==> src/rtl/bcd_defs.sv <==
// rtl/bcd_defs.sv - shared state encodings and digit-adjust constants for the BCD converter
package bcd_defs;

  typedef enum logic [1:0] {
    IDLE  = 2'd0,
    SHIFT = 2'd1,
    DONE  = 2'd2
  } state_t;

  localparam int         BCD_DIGIT_W = 4;
  localparam logic [3:0] ADJ_THRESH  = 4'd5;
  localparam logic [3:0] ADJ_ADD     = 4'd3;

endpackage

==> src/rtl/bcd_digit_adj.sv <==
// rtl/bcd_digit_adj.sv - one-digit double-dabble correction: add 3 when the digit is 5 or more
module bcd_digit_adj
  import bcd_defs::*;
(
  input  logic [BCD_DIGIT_W-1:0] din,
  output logic [BCD_DIGIT_W-1:0] dout
);

  // Sum truncates to 4 bits; no carry into the next digit.
  assign dout = (din >= ADJ_THRESH) ? din + ADJ_ADD : din;

endmodule

==> src/rtl/seq_bin_to_bcd.sv <==
// rtl/seq_bin_to_bcd.sv - iterative binary-to-BCD converter, one bit per clock, with overflow flag
module seq_bin_to_bcd
  import bcd_defs::*;
#(
  parameter int BIN_W  = 6,
  parameter int DIGITS = 2,
  parameter int CNT_W  = 8
) (
  input  logic                            clk,
  input  logic                            rst,
  input  logic                            start,
  input  logic [BIN_W-1:0]                bin,
  output logic                            busy,
  output logic                            done,
  output logic [BCD_DIGIT_W*DIGITS-1:0]   bcd,
  output logic                            overflow
);

  localparam int BCD_W = BCD_DIGIT_W * DIGITS;

  state_t             state_q, state_d;
  logic [BIN_W-1:0]   shreg_q, shreg_d;
  logic [BCD_W-1:0]   scratch_q, scratch_d;
  logic [BCD_W-1:0]   adj;
  logic [CNT_W-1:0]   cnt_q, cnt_d;
  logic               ovf_q, ovf_d;
  logic [BCD_W-1:0]   bcd_q, bcd_d;
  logic               overflow_q, overflow_d;

  for (genvar g = 0; g < DIGITS; g++) begin : g_adj
    bcd_digit_adj u_adj (
      .din  (scratch_q[g*BCD_DIGIT_W +: BCD_DIGIT_W]),
      .dout (adj[g*BCD_DIGIT_W +: BCD_DIGIT_W])
    );
  end

  always_comb begin
    state_d    = state_q;
    shreg_d    = shreg_q;
    scratch_d  = scratch_q;
    cnt_d      = cnt_q;
    ovf_d      = ovf_q;
    bcd_d      = bcd_q;
    overflow_d = overflow_q;
    case (state_q)
      IDLE: begin
        if (start) begin
          shreg_d   = bin;
          scratch_d = '0;
          ovf_d     = 1'b0;
          cnt_d     = CNT_W'(BIN_W);
          state_d   = SHIFT;
        end
      end
      SHIFT: begin
        scratch_d = {adj[BCD_W-2:0], shreg_q[BIN_W-1]};
        shreg_d   = shreg_q << 1;
        cnt_d     = cnt_q - CNT_W'(1);
        // A set top bit after adjust would shift out of the last digit.
        ovf_d     = ovf_q | adj[BCD_W-1];
        if (cnt_q == CNT_W'(1)) begin
          // Results load on entry to DONE so they are valid alongside done.
          bcd_d      = scratch_d;
          overflow_d = ovf_d;
          state_d    = DONE;
        end
      end
      DONE: begin
        state_d = IDLE;
      end
      default: begin
        state_d = IDLE;
      end
    endcase
  end

  always_ff @(posedge clk or posedge rst) begin
    if (rst) begin
      state_q    <= IDLE;
      shreg_q    <= '0;
      scratch_q  <= '0;
      cnt_q      <= '0;
      ovf_q      <= 1'b0;
      bcd_q      <= '0;
      overflow_q <= 1'b0;
    end else begin
      state_q    <= state_d;
      shreg_q    <= shreg_d;
      scratch_q  <= scratch_d;
      cnt_q      <= cnt_d;
      ovf_q      <= ovf_d;
      bcd_q      <= bcd_d;
      overflow_q <= overflow_d;
    end
  end

  assign busy     = (state_q != IDLE);
  assign done     = (state_q == DONE);
  assign bcd      = bcd_q;
  assign overflow = overflow_q;

endmodule
==> config.mk <==
export PLATFORM = sky130hd
export DESIGN_NAME = seq_bin_to_bcd
export DESIGN_NICKNAME = d
export VERILOG_FILES = /design/src/rtl/bcd_defs.sv /design/src/rtl/bcd_digit_adj.sv /design/src/rtl/seq_bin_to_bcd.sv
export SDC_FILE = /design/constraint.sdc
export NUM_CORES = 1
export LEC_CHECK = 0
export ABC_AREA = 1
export CORE_ASPECT_RATIO = 0.9
export CORE_MARGIN = 2
export CORE_UTILIZATION = 55
export DETAILED_ROUTE_END_ITERATION = 16
export GPL_ROUTABILITY_DRIVEN = 1
export GPL_TIMING_DRIVEN = 0
export PLACE_DENSITY = 0.79
export RECOVER_POWER = 50
export SLEW_MARGIN = 25
export SYNTH_ARGS = -nofsm -noshare
export SYNTH_HDL_FRONTEND = slang
export SYNTH_SLANG_ARGS = --single-unit
export TNS_END_PERCENT = 30
==> constraint.sdc <==
create_clock -name clk -period 1.6 [get_ports clk]
set_input_delay 0.32 -clock clk [delete_from_list [all_inputs] [get_ports clk]]
set_output_delay 0.32 -clock clk [all_outputs]
set_load 0.01 [all_outputs]
== Word-level counts from Yosys, hierarchy flattened ==
Cells that the tools add are included.

* Flip-flop bits (word level): 34
* Bits of input ports: 9
* Output and inout bits: 11
* Logic and storage cells: 37

* $add $sub $neg: 3
* $lt $le $gt $ge: 2
* Equality and inequality tests: 5
* Muxes and demuxes: 13
* Bitwise operators: 1
* Reduce and logical (&&, ||, !) cells: 6

{| class="wikitable"
|+ Operators by type and width
! operator !! count
|-
| one-hot mux 8 bit (2 select lines) || 2
|-
| 2-to-1 mux 8 bit || 2
|-
| one-hot mux 6 bit (2 select lines) || 1
|-
| adder 4 x 2 -> 4 bit, second input constant || 2
|-
| == test 8 x 1 -> 1 bit, second input constant || 1
|-
| >= comparator 4 x 3 -> 1 bit, second input constant || 2
|-
| 2-to-1 mux 4 bit || 2
|-
| subtractor 8 x 1 -> 8 bit, second input constant || 1
|-
| 2-to-1 mux 6 bit || 1
|-
| AND reduction 2 bit || 3
|-
| 2-to-1 mux 2 bit || 2
|-
| != test 2 bit, second input constant || 2
|-
| one-hot mux 2 bit (2 select lines) || 1
|-
| nonzero test 2 bit || 2
|-
| == test 2 x 1 -> 1 bit, second input constant || 1
|-
| == test 2 bit, second input constant || 1
|-
| zero test 2 bit || 1
|-
| one-hot mux 1 bit (2 select lines) || 1
|-
| 2-to-1 mux 1 bit || 1
|-
| OR 1 bit || 1
|}

== Longest topological paths before layout ==
* Word-level depth: 4
* Gate-level depth with buffers: 9
* Depth with buffers taken out: 9

== Modules after synthesis ==
Synthesis repeated with hierarchy kept, for this count alone.

* Cell total of the unflattened synthesis: 223
* Area, all modules: 1,742.9 um^2

{| class="wikitable"
|+ Modules (own cells, without submodules)
! module !! instances !! cells an instance !! area each (um^2) !! seq. area each (um^2)
|-
| seq_bin_to_bcd || 1 || 177 || 1,472.7 || 850.8
|-
| bcd_digit_adj || 2 || 23 || 135.1 || 0.0
|}

== Worst setup path after synthesis ==
Ideal clock, no wire load.

* Path kind: register to register
* From: reg scratch_q[4]
* To: reg scratch_q[5]
* Library setup time: 116 ps
* Data arrival time: 1,184 ps
* Data required time: 1,484 ps
* Path slack: 299 ps
* Stages on the path, launching flop included: 10
* Buffers on the path: 0
* Clock period less this slack: 1,301 ps
* Cell sequence: dfrtp_1 inv_1 ha_1 inv_1 o21ai_0 nand2_1 nand2_1 nand2_1 nand2_1 nand2_1

* Cells in the longest elaborated chain, start to end: 3
* Elaborated cells on any way between the ends: 4
* Classes of those cells: add/sub (1); order compare (1); mux (2)

{| class="wikitable"
|+ RTL lines
! what !! line !! RTL
|-
| start: declaration || seq_bin_to_bcd.sv:23 || <nowiki>logic [BCD_W-1:0] scratch_q, scratch_d;</nowiki>
|-
| start signal: assignment || seq_bin_to_bcd.sv:89 || <nowiki>scratch_q <= scratch_d;</nowiki>
|-
| adder 4 x 2 -> 4 bit / >= comparator 4 x 3 -> 1 bit (equally long branches) || bcd_digit_adj.sv:10 || <nowiki>assign dout = (din >= ADJ_THRESH) ? din + ADJ_ADD : din;</nowiki>
|-
| 2-to-1 mux 4 bit (*) || bcd_digit_adj.sv:10 ||
|-
| one-hot mux 8 bit (2 select lines) (*) || seq_bin_to_bcd.sv:45 || <nowiki>case (state_q)</nowiki>
|}

Mark *: on every way between the ends. The rest lies on a longest branch, timed or not.
A chain may end at the register's enable or synchronous reset.

== Final worst setup path ==
* From: reg bcd_q[1], in the netlist bcd[1]
* To: out bcd[1]

{| class="wikitable"
|+ RTL lines
! what !! line !! RTL
|-
| start: declaration || seq_bin_to_bcd.sv:27 || <nowiki>logic [BCD_W-1:0] bcd_q, bcd_d;</nowiki>
|-
| start signal: assignment || seq_bin_to_bcd.sv:84 || <nowiki>bcd_q <= '0;</nowiki>
|-
| start signal: assignment || seq_bin_to_bcd.sv:92 || <nowiki>bcd_q <= bcd_d;</nowiki>
|-
| end: declaration || seq_bin_to_bcd.sv:15 || <nowiki>output logic [BCD_DIGIT_W*DIGITS-1:0] bcd,</nowiki>
|}

No word-level cell between the ends.

==> out/metrics.cfg <==
[floorplan]
start_util_pct = 57.8
ios = 20
die_area_sq_um = 3670
num_rows = 19
die_w_um = 63.6
die_y_um = 57.6
core_area_sq_um = 3040

[timing]
tightest_slew_ns = 0.692
final_max_slew_viol_count = 0
post-route-period-util_pct = 97.1
relSlewSlack_pct = 53.8
period_needed_ns = 1.55
setup_viol = 0
finalHoldViolations = 0
rsz0062_at_grt = no
fin_skew_ns = 0.00494
fmax_mhz = 644

[logic_synthesis]
ys_ff_latch = 34
synthesis.area_sq_um = 1760
yosysWarningCount = 0
avgSynthCellArea_sq_um = 8.14
yosysTopAreaCell = dfrtp_1
synth_top_cell_area_share_pct = 48.4
synthCells = 216
synth.yosys.seq_area_share_pct = 48.4
synth_cell_types = 26
ys_top_cells_by_area = dfrtp_1 48%, nand2_1 19%, ha_1 4.3%
synth_fp_nets = 231

[place]
gp_congestion = 0.832
io_buffers = 19
dp_hpwl_mm = 2.34
dp.cells = 277

[worst_setup_path]
crit_chain = clkdlybuf4s50_1
critPathTopFamily = buffers and inverters
cp_max_fo = 2
worstPathRequired_ns = 1.28
worstSetupStartpointType = flip-flop
path_buf_inv = 1
cp_data_arrival_time_ns = 1.23
crit_slowest_cell = clkdlybuf4s50_1
endpoint_kind = output port
cpPeakStageDelay_ns = 0.53
crit_type = reg2out

[detailed_routing]
wl_per_cell_um = 11.5
vias_per_cell = 4.96
first_pass_iters = 4
routed_wl_mm = 3.27
vias = 1414
ant_nets = 0
drt_iter0_markers = 90
drc = 0

[grt]
grt_use_total_pct = 20.6
grt_pass1_vias = 1348
grt_overflow = 0
grt_pass1_wl_mm = 5.82
grt_max_degree = 35
antenna_found_initial = 0

[finish]
fin_nets = 257
final_common_cell = nand2_1
n_fill_cell = 278
diodes = 0
post-route-util_pct = 68.1
drive_above_1_share_pct = 13.6
final_cell_mix = 88 x nand2_1, 33 x dfrtp_1, 18 x inv_1
instances_no_fill = 285
area_delta_synth_final_pct = 17.9

[power]
powerDensity_nw_per_um2 = 675
peakVddDrop_uv = 514
fin_total_pwr_uw = 1400
leakagePower_uw = 0.00114

[cts]
cts-root-buf = clkbuf_4
clockBufferDepth = 2
ctsHtreeMaxLevel = 2
numCtsBuffers = 5
clock_latency_ns = 0.35
clk_pin_slew_ns = 0.10
clock_sinks = 34
tritoncts = yes
cts_setup_buffers = 0

[run_status]
status = finished, final reports clean

[flow_run]
drv_cap = 0

[worst_hold_path]
hp-class = reg2reg

path summary, 6_finish.rpt:
path | startpoint | to | slack (ns) | cells past startpoint
max | bcd[1]$_DFFE_PP0P_ | bcd[1] | 0.05 | 1
min | bcd[3]$_DFFE_PP0P_ | bcd[3]$_DFFE_PP0P_ | 0.49 | 2
max reg2reg | scratch_q[0]$_DFFE_PP0P_ | bcd[1]$_DFFE_PP0P_ | 0.22 | 9
min reg2reg | bcd[3]$_DFFE_PP0P_ | bcd[3]$_DFFE_PP0P_ | 0.49 | 2
max in group asynchronous | rst | state_q[0]$_DFFE_PP0P_ | 0.59 | 2
min in group asynchronous | rst | bcd[4]$_DFFE_PP0P_ | 0.52 | 2
cell type report:
type	count	area, sq um	share of cell area (%)
flip-flops and latches	34	852	41.1
clock buffers	7	55.1	2.66
clock inverters	1	5.00	0.242
inverters	24	91.3	4.41
repair buffers	19	203	9.78
multi-input cells	154	768	37.1
well taps	42	52.6	2.54
plain buffers	4	45.0	2.17
state kept, by name, indices dropped and copies added (netlist names):
register / count
state_q: 2
ovf_q: 1
bcd: 8
cnt_q: 8
scratch_q: 8
overflow: 1
shreg_q: 6
worst min-delay path, cell delays in order (launching register included):
cell and delay, ns:
dfrtp_1 0.35, nand2_1 0.05, nand2_1 0.06
metrics by stage:
| stage | hold slack, ns | worst slack (ns) | area, sq um | setup TNS [ns] |
|---|---|---|---|---|
| 2_1_floorplan | 0.452 | 0.299 | 1760 | 0 |
| 3_3_place_gp | 0.462 | -0.269 | 2000 | -9.12 |
| 3_5_place_dp | 0.465 | 0.0528 | 2000 | 0 |
| 4_1_cts | 0.428 | 0.0289 | 2060 | 0 |
| 5_1_grt | 0.511 | 0.00468 | 2070 | 0 |
| 6_report | 0.486 | 0.0471 | 2070 | 0 |
per-layer routing:
layer  track usage [%]  vias up  wire length, um
met5                 0        -                0
met4              9.01        0               77
met3              5.44        9              142
met2              31.7       27             1460
met1              28.0      645             1590
li1                  -      733                -
cell usage after synthesis:
cell / count
buf_6: 2
nor2_4: 1
nand2_2: 4
dfrtp_1: 34
nor2_1: 8
nand2_1: 87
inv_1: 19
nand4_4: 1
clkinv_2: 1
a22oi_2: 1
nor2_2: 4
nor3_1: 1
o22ai_1: 1
buf_8: 1
mux2i_1: 1
a22o_1: 1
nand3_2: 3
buf_4: 1
o21ai_2: 2
nand3_1: 14
ha_1: 6
o21ai_1: 3
a21oi_1: 3
nand4_1: 1
o21ai_0: 12
inv_2: 4
power breakdown:
group | switching [uW] | internal [uW] | total, uW
combinational | 20.1 | 16.9 | 37.0
clock | 290 | 213 | 503
sequential | 0 | 859 | 859
cells by family after synthesis:
kind of cell	count (synthesis)	synth area share, %
flip-flops	34	48.4
multiplexers	1	0.569
adder cells (fa/ha/maj)	6	4.27
AO/OA/AOI/OAI	23	7.69
AND/OR/NAND/NOR	124	31.3
buffers and inverters	28	7.76
repair_timing:
action	4_1_cts	5_1_grt
pin swaps	0	0
gates resized for setup	3	8
hold buffers	0	0
endpoints found under the setup margin	2	14
No activity file was read; power rests on OpenSTA's default activity.
